File: config.mk
export PLATFORM = sky130hd
export DESIGN_NAME = addsub_nibble_seq
export DESIGN_NICKNAME = d
export VERILOG_FILES = /design/src/rtl/addsub_seq_defs.sv /design/src/rtl/adder_sub_4bit.sv /design/src/rtl/addsub_nibble_seq.sv
export SDC_FILE = /design/constraint.sdc
export NUM_CORES = 1
export LEC_CHECK = 0
export CAP_MARGIN = 30
export CORE_ASPECT_RATIO = 0.7
export CORE_UTILIZATION = 50
export DETAILED_ROUTE_END_ITERATION = 16
export MAX_ROUTING_LAYER = met4
export PLACE_DENSITY_LB_ADDON = 0.08
export SLEW_MARGIN = 10
export SYNTH_ARGS = -nofsm -noshare
export SYNTH_HDL_FRONTEND = slang
export SYNTH_SLANG_ARGS = --single-unit
File: constraint.sdc
create_clock -name clk -period 2.8 [get_ports clk]
set_input_delay 0.7 -clock clk [delete_from_list [all_inputs] [get_ports clk]]
set_output_delay 0.7 -clock clk [all_outputs]
set_load 0.02 [all_outputs]
File: src/rtl/addsub_seq_defs.sv
// Shared definitions for the nibble-serial add/sub sequencer:
// FSM state encoding and slice width.
package addsub_seq_defs;
  localparam int NIB_W = 4;

  typedef enum logic [1:0] {
    ST_IDLE = 2'd0,
    ST_RUN  = 2'd1,
    ST_DONE = 2'd2
  } state_t;
endpackage

File: src/rtl/adder_sub_4bit.sv
// One 4-bit add/sub slice. b is inverted when sub=1; the carry-in is taken
// as given, so the caller must inject 1 on the first nibble of a subtract.
module adder_sub_4bit
  import addsub_seq_defs::*;
(
  input  logic [NIB_W-1:0] a,
  input  logic [NIB_W-1:0] b,
  input  logic             sub,
  input  logic             c_in,
  output logic [NIB_W-1:0] sum,
  output logic             c_out
);
  logic [NIB_W-1:0] b_eff;

  assign b_eff = b ^ {NIB_W{sub}};
  assign {c_out, sum} = {1'b0, a} + {1'b0, b_eff} + {{NIB_W{1'b0}}, c_in};
endmodule

File: src/rtl/addsub_nibble_seq.sv
// Wide add/subtract computed one nibble per cycle, LSB first, through a
// single 4-bit slice. Carry, subtract carry-in and signed overflow live here.
module addsub_nibble_seq
  import addsub_seq_defs::*;
#(
  parameter int NIBBLES = 4
) (
  input  logic                 clk,
  input  logic                 rst_n,
  input  logic                 start_valid,
  output logic                 start_ready,
  input  logic [4*NIBBLES-1:0] op_a,
  input  logic [4*NIBBLES-1:0] op_b,
  input  logic                 op_sub,
  input  logic                 op_cin,
  output logic                 res_valid,
  input  logic                 res_ready,
  output logic [4*NIBBLES-1:0] res_sum,
  output logic                 res_cout,
  output logic                 res_ovf,
  output logic                 busy,
  output logic [1:0]           fsm_state
);
  localparam int W     = NIB_W * NIBBLES;
  localparam int IDX_W = $clog2(NIBBLES);
  localparam logic [IDX_W-1:0] LAST_IDX = IDX_W'(NIBBLES - 1);

  state_t           state;
  state_t           state_next;
  logic [W-1:0]     a_q;
  logic [W-1:0]     b_q;
  logic             sub_q;
  logic             carry;
  logic [IDX_W-1:0] nib_idx;
  logic [NIB_W-1:0] a_nib;
  logic [NIB_W-1:0] b_nib;
  logic [NIB_W-1:0] slice_sum;
  logic             slice_cout;
  logic             accept;
  logic             last;

  // Handshakes: a transfer happens on a rising edge where valid and ready
  // are both high. Ready/valid here come from registered state only; the
  // requester keeps start_valid and operands steady until accepted, and
  // results stay frozen in DONE until res_ready is seen.
  assign start_ready = (state == ST_IDLE);
  assign res_valid   = (state == ST_DONE);
  assign busy        = (state == ST_RUN) || (state == ST_DONE);
  assign fsm_state   = state;
  assign accept      = start_valid && start_ready;
  assign last        = (nib_idx == LAST_IDX);

  assign a_nib = a_q[nib_idx*NIB_W +: NIB_W];
  assign b_nib = b_q[nib_idx*NIB_W +: NIB_W];

  adder_sub_4bit u_slice (
    .a     (a_nib),
    .b     (b_nib),
    .sub   (sub_q),
    .c_in  (carry),
    .sum   (slice_sum),
    .c_out (slice_cout)
  );

  always_comb begin
    state_next = state;
    case (state)
      ST_IDLE: if (accept)    state_next = ST_RUN;
      ST_RUN:  if (last)      state_next = ST_DONE;
      ST_DONE: if (res_ready) state_next = ST_IDLE;
      default:                state_next = ST_IDLE;
    endcase
  end

  always_ff @(posedge clk or negedge rst_n) begin
    if (!rst_n) state <= ST_IDLE;
    else        state <= state_next;
  end

  always_ff @(posedge clk or negedge rst_n) begin
    if (!rst_n) begin
      a_q      <= '0;
      b_q      <= '0;
      sub_q    <= 1'b0;
      carry    <= 1'b0;
      nib_idx  <= '0;
      res_sum  <= '0;
      res_cout <= 1'b0;
      res_ovf  <= 1'b0;
    end else if (accept) begin
      a_q     <= op_a;
      b_q     <= op_b;
      sub_q   <= op_sub;
      // Subtract is A + ~B + 1: the +1 enters as the first nibble's carry.
      carry   <= op_sub | op_cin;
      nib_idx <= '0;
    end else if (state == ST_RUN) begin
      res_sum[nib_idx*NIB_W +: NIB_W] <= slice_sum;
      carry <= slice_cout;
      if (last) begin
        res_cout <= slice_cout;
        res_ovf  <= (a_nib[NIB_W-1] ~^ (b_nib[NIB_W-1] ^ sub_q)) &
                    (slice_sum[NIB_W-1] ^ a_nib[NIB_W-1]);
      end else begin
        nib_idx <= nib_idx + 1'b1;
      end
    end
  end
endmodule

# Word-level counts from Yosys, hierarchy flattened
# Index checks and enable logic that the tools add are counted.
# Widths: inputs -> output; s select.
# totals
register_bits,56
in_bits,38
output_inout_bits,23
wordCells,49
# op_classes
n_addsub,4
eq_ne,7
n_shift,4
mux,10
bitwise_logic,7
n_reduce_logical,8
# ops
op,n
$neg 4->34,1
$shift 4x34->16 const A,1
$shiftx 4x34->16,1
$shiftx 16x5->4,2
$bwmux 16,1
$mux 2,6
$pmux 2 s3,1
$reduce_and 3->1,2
$add 4x4->5,1
$add 5x1->5,1
$eq 2x2->1 const B,2
$ne 2x1->1 const B,2
$ne 2x2->1 const B,2
$reduce_and 2->1,2
$xor 4x4->4,1
$add 2x1->2 const B,1
$eq 2x1->1 const B,1
$logic_not 2->1,1
$mux 1,2
$reduce_bool 2->1,1
$xor 1x1->1,2
$and 1x1->1,1
$logic_and 1x1->1,1
$logic_or 1x1->1,1
other kinds (3),3

# Logic depth before layout (Yosys ltp)
# Gate-level depths: netlist of run 1.
# depth
depth_word,6
ltp_mapped,10
depth_no_buf,8

# Cells and area by module
# Synthesis of run 1 repeated with hierarchy kept, for this count alone.
# hier_totals
hier_cells,195
area_unflattened_um2,2675.1
# by_module_without_submodules
mod,n_inst,cells_per_inst,area_each_um2,seq_area_each_um2
addsub_nibble_seq,1,176,2499.9,1401.3
adder_sub_4bit,1,19,175.2,0.0

# Worst setup path before layout of run 1
# No wires, ideal clock.
# synth_path
kind,flip-flop to flip-flop
startpoint,register nib_idx[0]
endpoint,register carry
setup_time_ps,129
arrival_time_ps,2422
t_required_ps,2671
path_slack_ps,250
stages_incl_launch_ff,11
path_buffers,2
period_less_slack_ps,2550
cell_sequence,dfrtp_1 buf_6 buf_2 mux4_2 inv_1 fa_1 inv_1 fa_1 a21o_1 a211oi_1 o22ai_1
# synth_between
elab_chain_len,6
elab_cells_between_ends,7
cone_classes,add/sub: 2; shift: 2; mux: 2; bitwise: 1
# synth_rtl
element,line,source
from (decl),addsub_nibble_seq.sv:34,logic [IDX_W-1:0] nib_idx;
from (signal assigned),addsub_nibble_seq.sv:105,nib_idx <= nib_idx + 1'b1;
$shiftx 16x5->4,addsub_nibble_seq.sv:54,assign b_nib = b_q[nib_idx*NIB_W +: NIB_W];
$xor 4x4->4,adder_sub_4bit.sv:15,assign b_eff = b ^ {NIB_W{sub}};
$add 4x4->5 *,adder_sub_4bit.sv:16,"assign {c_out, sum} = {1'b0, a} + {1'b0, b_eff} + {{NIB_W{1'b0}}, c_in};"
$add 5x1->5 *,adder_sub_4bit.sv:16,
$mux 1 *,addsub_nibble_seq.sv:97,end else if (state == ST_RUN) begin
$mux 1 *,addsub_nibble_seq.sv:90,end else if (accept) begin
to (signal assigned),addsub_nibble_seq.sv:95,carry <= op_sub | op_cin;
to (signal assigned),addsub_nibble_seq.sv:99,carry <= slice_cout;
to (decl),addsub_nibble_seq.sv:33,logic carry;
# Every way passes the cells marked *; elsewhere a longest branch is shown, timed or not. The select of a mux whose other input is x is not followed.
# A chain may end at the register's enable or synchronous reset.

# Final worst setup path of run 1
# layout_path
startpoint,register nib_idx[0]
endpoint,register res_sum[2]
# layout_between
elab_chain_len,6
elab_cells_between_ends,9
cone_classes,add/sub: 3; shift: 4; mux: 1; bitwise: 1
# layout_rtl
element,line,source
$shiftx 16x5->4,addsub_nibble_seq.sv:54,
$xor 4x4->4,adder_sub_4bit.sv:15,
$add 4x4->5,adder_sub_4bit.sv:16,
$add 5x1->5,adder_sub_4bit.sv:16,
$shiftx 4x34->16,addsub_nibble_seq.sv:98,res_sum[nib_idx*NIB_W +: NIB_W] <= slice_sum;
$bwmux 16 *,addsub_nibble_seq.sv:98,
"to (signal, indexed assignment)",addsub_nibble_seq.sv:98,
to (decl),addsub_nibble_seq.sv:18,"output logic [4*NIBBLES-1:0] res_sum,"
# Every way passes the cells marked *; elsewhere a longest branch is shown, timed or not.

==> results.txt, run 1 <==
The run finished with clean final reports. The synthesized area per cell came out at 13.6 um2. The max-capacitance violation count came out at 0. The post-layout utilization of the core came out at 0.680. The total inserted antenna cells is 0.

Before antenna repair, the detailed router went through 4 iterations. Synthesis inferred 56 register bits. The clock transition at the registers of the reported paths is 100 ps. The signal on the critical path passes through mux4_1 > xnor2_1 > fa_1 > inv_1 > fa_1 > xor2_1 > nand3_1 > o21ai_0. The filler cells instantiated in the layout total 410. The share of Yosys cell area claimed by the top area cell type came out at 0.511.

The endpoint of the worst register-to-register path is res_sum[2]. The maximum clock rate came out at 0.383 GHz. The type of the worst min-delay path is in2async. The headroom to the max-slew limit is 0.722. The placed wire-length estimate after detailed placement came out at 4100 um. The number of buffers on the longest clock path came out at 2. In this run the critical register-to-register path is launched from nib_idx[0]. The tree is rooted in a clkbuf_8. The critical path is of the reg2reg type. For the pin with the worst max-slew slack, the measured transition is 416 ps.

The sequential fraction of the synthesis area is 0.511. The TritonCTS clock tree is built. The first-iteration detailed-routing DRC count came out at 60. The most critical setup path has its startpoint at nib_idx[0]. After global routing the overflow that remains totals 0. After clock tree synthesis, the flow added hold-fix buffers numbering 0.

The tree built by TritonCTS fans out to 56 sinks. Setup repair after global routing left no endpoint under its margin. The later pin in the worst-skew pair is clocked with a latency of 300 ps. The time the worst path needs with I/O delays and setup is 2610 ps. In the synthesized netlist the dominant register cell turns out to be dfrtp_1. In this run the remaining antenna-violating nets after routing total 0. Entering global routing, the biggest net connects 57 pins. The largest individual stage delay along the critical path comes from the cell mux4_1.

The die is 63.9 um tall. 61 I/O pins were placed. The area growth from synthesis to layout is 30.5%.

The cell area that synthesis handed to floorplanning was 0.00274 mm2. The floorplan die area is 0.00578 mm2. The number of antenna violations at the first check in global routing is 0.

The most common cell after layout, fill and taps aside is clkdlybuf4s50_1. The worst setup path is launched from a register. In this run the worst setup path terminates at res_sum[2]. The post-synthesis cell count is 202. The number of max-slew violations in the final report came out at 0.

Between clock sinks in the finished design, the worst skew comes to 4.98 ps. The number of buffers inserted to repair setup after CTS is 0. The overall routing resource usage came out at 0.216. Ranked by total cell area, the synthesized netlist is headed by dfrtp_1 51%, mux2_2 14%, ha_1 5.5%. STA puts the critical path data arrival time at 2840 ps. The most area-hungry cell type in the Yosys netlist is dfrtp_1. The starting density of the core came out at 0.521.

Of the available clock period, the critical path in the final layout requires 0.934. In this run the worst path has a maximum fanout of 5. The placeable core region came out at 0.00526 mm2. Counting flops with a built-in enable in the synthesized netlist gives 0. The number of standard-cell rows in the floorplan is 22.

The final routed wire length divided by cell count came out at 15.9 um. The number of global-route vias before repair came out at 1,895. The distinct cell type count after synthesis is 40. The fraction of synthesis flops using an asynchronous set or reset pin is 1.00. The post-detailed-route DRC marker count came out at 0. The setup slack of the worst register-to-register path came out at 190 ps. The total power density per cell area came out at 1360 mW/mm2. The nature of the critical path endpoint is a register. Dividing the detail-routed via count by the number of cells gives 5.42.

The count of final hold-check violations is 0. The first global-routing pass estimated 9320 um of wire. The maximum vdd ir drop is 0.585 mV. The required time of the critical path came out at 3030 ps. The fraction of final layout cells sized beyond drive strength 1 came out at 0.225.

The library cells used most frequently in the layout, excluding fill and tap cells, are 59 x clkdlybuf4s50_1, 55 x dfrtp_1, 34 x mux2_2. The number of vias after detailed routing is 1,860. Among the stages of the critical path, the cell type that occurs most often is fa_1. The maximum single-stage delay on the critical path came out at 590 ps.

The net total in the final layout is 322. The weighted congestion at the end of routability-driven global placement came out at 0.767. The total detailed-routing wirelength is 5440 um.

Input and output buffers added on the ports amount to 60. The horizontal die dimension came out at 90.5 um. The net count after synthesis is 254. Setup violations remaining at the end of the flow were counted as 0.

The H-tree level count came out at 2. The total negative slack came out at 0 ps. Counting the buffers created by CTS gives 5. For this design the static power due to leakage is 1.55 nW. The count of warnings emitted by yosys came out at 0.

The number of cells on the worst reg-to-reg path is 8.
-- registers in the layout (all words and copies together) (netlist names) --
name / count
a_q: 16
b_q: 16
res_sum: 16
fsm_state: 2
nib_idx: 2
carry: 1
res_cout: 1
res_ovf: 1
sub_q: 1
-- synthesized netlist by cell type (all sizes together) (3+ instances only) --
master   n
dfrtp   56
mux2    34
nand2   16
ha      12
inv      9
mux4     8
buf      7
a22o     6
o21ai    6
a21oi    4
o31ai    4
xor2     4
nand3    3
-- where the power goes --
part	leakage (nW)	switching (mW)	internal, mW	total (mW)
sequential	0.693	0.234	1.18	1.41
clock	0.0541	0.255	0.265	0.520
combinational	0.805	1.51	1.43	2.95
total	1.55	2.00	2.88	4.88
-- stage by stage --
stage / hold WS (ps) / setup WS [ps] / area, um2 / total power [mW] / instances
floorplan: 404 / 250 / 2740 / 3.38 / 202
global placement: 464 / 246 / 3460 / 4.28 / 335
detailed placement: 470 / 133 / 3460 / 4.37 / 335
CTS: 383 / 109 / 3570 / 4.90 / 343
global route: 368 / 3.71 / 3570 / 5.26 / 343
finish: 374 / 186 / 3570 / 4.88 / 343
-- per-layer routing --
layer  share of wire  up-vias  global-route usage  wire length, um
met5               0        -                   -                0
met4          0.0075        0              0.0423               41
met3           0.052        6              0.0631              284
met2            0.46       64               0.325             2520
met1            0.48      912               0.296             2590
li1                -      878                   -                -
-- area by class of cell --
class / instances / area (um2) / area share
sequential: 56 / 1400 / 0.392
multi-input combinational: 129 / 1260 / 0.353
inverter: 9 / 33.8 / 0.00945
clock buffer: 5 / 68.8 / 0.0193
tap: 72 / 90.1 / 0.0252
clock inverter: 3 / 42.5 / 0.0119
timing repair buffer: 69 / 676 / 0.189
-- repair_timing --
item                       4_1_cts  5_1_grt
gates resized for setup          0        1
setup endpoints to repair        0        2
hold endpoints to repair         0        0
-- cell families after synthesis --
group | share of synthesized area
flops | 0.511
mux | 0.218
simple gates | 0.0753
compound gates | 0.0781
buf+inv | 0.0283
fa+ha+maj | 0.0694
xor+xnor | 0.0192
-- worst max-delay path, delay by kind of cell, from the launching register on --
kind,cells,cell delay (ps)
adders and majority gates,2,620
muxes,1,590
xor gates and xnor gates,2,570
DFF,1,440
AOI/OAI and AO/OA,1,150
and+or+nand+nor,1,120
buffers and inverters,1,60
-- worst min path at each step --
stage                     from          to  depth (start not counted)
floorplan                rst_n      a_q[0]                          0
global placement    res_sum[3]  res_sum[3]                          2
detailed placement  res_sum[7]  res_sum[7]                          2
CTS                      rst_n     b_q[14]                          2
global route             rst_n       sub_q                          2
finish                   rst_n     b_q[14]                          2
Note: power is estimated with default switching activity, not from simulation.
==> run 2, diff against run 1 <==
--- a/config.mk
+++ b/config.mk
@@ -5,12 +5,15 @@
 export SDC_FILE = /design/constraint.sdc
 export NUM_CORES = 1
 export LEC_CHECK = 0
+export ABC_AREA = 1
+export ABC_CLOCK_PERIOD_IN_PS = 2800
 export CAP_MARGIN = 30
 export CORE_ASPECT_RATIO = 0.7
-export CORE_UTILIZATION = 50
+export CORE_UTILIZATION = 51
 export DETAILED_ROUTE_END_ITERATION = 16
 export MAX_ROUTING_LAYER = met4
 export PLACE_DENSITY_LB_ADDON = 0.08
+export SETUP_SLACK_MARGIN = 0.4
 export SLEW_MARGIN = 10
 export SYNTH_ARGS = -nofsm -noshare
 export SYNTH_HDL_FRONTEND = slang
==> run 2 against run 1 <==
Against the previous run:
- synthesized cell count is 67% higher
- critical path depth is 4 higher
- non-clock buffer count is 1 higher
- clock skew is 5.4 ps higher
- sequential power hardly changed
- highest routed layer unchanged
==> results.txt, run 2 <==
Run status: completed (unchanged). The final routed wire length divided by cell count came to 13.3 um (was 15.9 um). The sequential fraction of the synthesis area is 0.495 (was 0.511). The most common flop cell mapped by yosys is dfrtp_1 (unchanged). The startpoint kind of the worst setup timing path is a register (unchanged). The floorplan die area came out at 0.00586 mm2 (was 0.00578 mm2). The setup skew after layout came out at 10.4 ps (was 4.98 ps). The met3 track utilization from global routing is 0.0607 (was 0.0631). The post-placement cell count came out at 464 (was 335). The wire length of the first global-routing pass is 11,100 um (was 9320 um). The critical path's most frequent cell is nand2_1 (was fa_1). The number of global-route vias before repair came to 2,319 (was 1,895). The share of Yosys cell area claimed by the top area cell type came out at 0.495 (was 0.511). The number of vias per cell after detailed routing is 5.03 (was 5.42). The TritonCTS clock tree is built (unchanged). The count of final hold-check violations came out at 0 (unchanged). The total detailed-routing wirelength came to 6350 um (was 5440 um). The maximum number of pins on one net before global-route repair is 39 (was 57). The count of port buffers added during placement came to 60 (unchanged). The starting density of the core is 0.536 (was 0.521).

Cell Chain, Critical Path: buf_4 > nand2_1 > nand3_1 > nand2_1 > xor2_2 > fa_2 > inv_1 > fa_2 > xnor2_2 > nor2_1 > nand2_1 > o21ai_0 (was mux4_1 > xnor2_1 > fa_1 > inv_1 > fa_1 > xor2_1 > nand3_1 > o21ai_0). The weighted congestion at the end of routability-driven global placement came out at 0.923 (was 0.767). The distinct cell type count after synthesis came out at 31 (was 40). The number of max-slew violations in the final report was 0 (unchanged). The number of vias after detailed routing is 2,393 (was 1,860).

The placeable core region was 0.00529 mm2 (was 0.00526 mm2). The adder-cell share of the synthesized area came to 0.0672 (was 0.0694). The number of synthesized flops with an enable pin is 0 (unchanged). The kind of critical path is reg2reg (unchanged). The required time of the critical path is 3030 ps (about the same).

The worst path arrival time is 2550 ps (was 2840 ps). The first-iteration detailed-routing DRC count came out at 121 (was 60). The post-detailed-route DRC marker count came out at 0 (unchanged). The headroom to the max-slew limit was 0.626 (was 0.722).

The maximum vdd ir drop came out at 0.611 mV (was 0.585 mV). The area of all placed cells without fillers was 0.00367 mm2 (was 0.00357 mm2). The final clock period utilization by the worst path came to 0.828 (was 0.934). The total global routing overflow is 0 (unchanged).

The number of antenna violations at the first check in global routing is 0 (unchanged). The time the worst path needs with I/O delays and setup came to 2320 ps (was 2610 ps). The fraction of met2 tracks used by global routing is 0.339 (was 0.325).

The maximum clock rate is 0.431 GHz (was 0.383 GHz). The number of standard-cell rows in the floorplan is 22 (unchanged). The critical-path cell with the highest stage delay is dfrtp_2 (was mux4_1). The worst slack on hold paths is 369 ps (was 374 ps). The area growth from synthesis to layout came out at 29.6% (was 30.5%).

The dominant cell by count in the synthesized netlist was nand2_1 (was dfrtp_1). The type of the worst min-delay path is in2async (unchanged). The global routing usage on met1 is 0.373 (was 0.296). The count of clock tree sinks came out at 56 (unchanged). The number of buffers added to fix hold violations after cts is 0 (unchanged). Most frequent cells in the layout: 157 x nand2_1, 58 x clkdlybuf4s50_1, 55 x dfrtp_1 (was 59 x clkdlybuf4s50_1, 55 x dfrtp_1, 34 x mux2_2). The total power density per cell area is 1230 mW/mm2 (was 1360 mW/mm2). The placed wire-length estimate after detailed placement is 4640 um (was 4100 um). The routing layer with the top usage in global route is met1 (was met2). The buffering stage count on the worst path with inverters included came out at 2 (was 1). The worst-path maximum fanout is 8 (was 5).

The length of the first detailed-routing pass in iterations came out at 5 (was 4). The fraction of final layout cells sized beyond drive strength 1 came out at 0.0990 (was 0.225). The clock latency at the later pin of the worst-skew pair came out at 310 ps (was 300 ps). The power after layout is 4.52 mW (was 4.88 mW). The max-capacitance violation count came out at 0 (unchanged). The nature of the critical path endpoint is a register (unchanged).

The non-filler instance count after layout came out at 476 (was 343). The net count after synthesis came out at 390 (was 254). The CTS root buffer is clkbuf_8 (unchanged). Top cell types by occurrence after synthesis: 157 x nand2_1, 56 x dfrtp_1, 21 x nand3_1, 19 x o21ai_0, 15 x inv_1 (was 56 x dfrtp_1, 34 x mux2_2, 16 x nand2_1, 12 x ha_1, 9 x inv_1). The post-synthesis cell count is 338 (was 202). The number of buffers on the longest clock path came out at 2 (unchanged). The placed standard-cell area is 0.00349 mm2 (was 0.00346 mm2). The net total in the final layout came to 455 (was 322). Area contributors post-synth: dfrtp_1 49%, nand2_1 21%, ha_1 5.3% (was dfrtp_1 51%, mux2_2 14%, ha_1 5.5%).

The total negative slack was 0 ps (unchanged). The overall routing resource usage came to 0.250 (was 0.216). The maximum single-stage delay on the critical path came out at 510 ps (was 590 ps). The leakage power summed over all cells is 1.80 nW (was 1.55 nW). The vertical die dimension is 64.3 um (was 63.9 um). The simple-gate area share of the yosys netlist came out at 0.285 (was 0.0753).

Unrepaired setup endpoints after global routing: no (unchanged). The number of nets still failing antenna checks after routing came out at 0 (unchanged). The total setup violations reported at the end of the flow came to 0 (unchanged).

The compound-cell area share of the yosys netlist was 0.0672 (was 0.0781). The gate family responsible for the most delay along the worst path is adder cells (unchanged). The synthesized area per cell is 8.38 um2 (was 13.6 um2). The most common cell after layout, fill and taps aside is nand2_1 (was clkdlybuf4s50_1). Registers with the most flip-flops: a_q (16), b_q (16), res_sum (16) (unchanged).

The fill cell instance count of the final layout came to 427 (was 410). The clock transition at the registers of the reported paths was 100 ps (about the same). The total inserted antenna cells is 0 (unchanged). The dominant combinational cell family by area after synthesis is simple AND/OR/NAND/NOR gates (was multiplexers). The flip-flop and latch count after synthesis came out at 56 (unchanged). The measured slew at the worst slew-check pin came to 562 ps (was 416 ps). The post-synthesis instance area came to 0.00283 mm2 (was 0.00274 mm2). The number of placed I/O pins is 61 (unchanged). The number of CTS-inserted buffers is 5 (unchanged). The fraction of synthesis flops using an asynchronous set or reset pin came to 1.00 (unchanged). The multiplexer fraction of the synthesized cell area came out at 0.00398 (was 0.218). The H-tree level count is 2 (unchanged).

The xor/xnor cell area share of the yosys netlist came out at 0.0155 (was 0.0192). The most area-hungry cell type in the Yosys netlist is dfrtp_1 (unchanged). The horizontal die dimension came out at 91.1 um (was 90.5 um). The count of warnings emitted by yosys is 0 (unchanged).
run 2: cell count changes after synthesis, moves of 4 or more:
cell,before,now
nor2_1,2,10
a22o_1,6,0
mux4_1,4,0
o21ai_0,6,19
inv_1,9,15
nand3_1,3,21
mux4_2,4,0
nand2_2,0,4
nand2_1,16,157
mux2_2,34,1
run 2: final timing paths:
path	cells past startpoint	slack (ps)	startpoint	to
max	12	480	nib_idx[0]	res_sum[6]
min	1	370	rst_n	a_q[8]
max reg2reg	12	480	nib_idx[0]	res_sum[6]
min reg2reg	2	490	b_q[6]	b_q[6]
max in group asynchronous	2	1870	rst_n	nib_idx[0]
min in group clk	2	490	b_q[6]	b_q[6]
run 2: where the power goes:
group / total (mW) / switching, mW / internal (mW)
Combinational: 2.61 / 1.55 / 1.06
Sequential: 1.40 / 0.248 / 1.15
Clock: 0.515 / 0.249 / 0.266
run 2: repair_timing:
item,4_1_cts,5_1_grt
cloned,0,1
pin swaps,0,1
buffers inserted,0,3
endpoints found under the setup margin,4,13
resized for setup,1,12
run 2: layout make-up:
cell class,instances,area [um2],share of cell area
clock inverter,2,35.0,0.00955
multi-input combinational,249,1270,0.347
inverter,20,85.1,0.0232
sequential,56,1400,0.382
timing repair inverter,1,6.26,0.00170
tap,72,90.1,0.0245
clock buffer,6,72.6,0.0198
timing repair buffer,70,706,0.192
run 2: cells by family after synthesis:
family                     count (synthesis)
DFF                                       56
and+or+nand+nor                          197
adders and majority gates                 14
buffers and inverters                     33
AOI/OAI and AO/OA                         32
muxes                                      1
xor gates and xnor gates                   5
run 2: layer usage:
| metal | part of all wire | up-vias |
|---|---|---|
| li1 | - | 1198 |
| met1 | 0.50 | 1095 |
| met2 | 0.41 | 90 |
| met3 | 0.080 | 10 |
| met4 | 0.012 | 0 |
| met5 | 0 | - |
run 2: through the flow:
stage | worst slack (ps) | utilization
after floorplan | 614 | -
after global placement | 437 | 0.661
after detailed placement | 368 | 0.661
after CTS | 416 | 0.681
after global routing | 375 | 0.694
final | 480 | 0.694
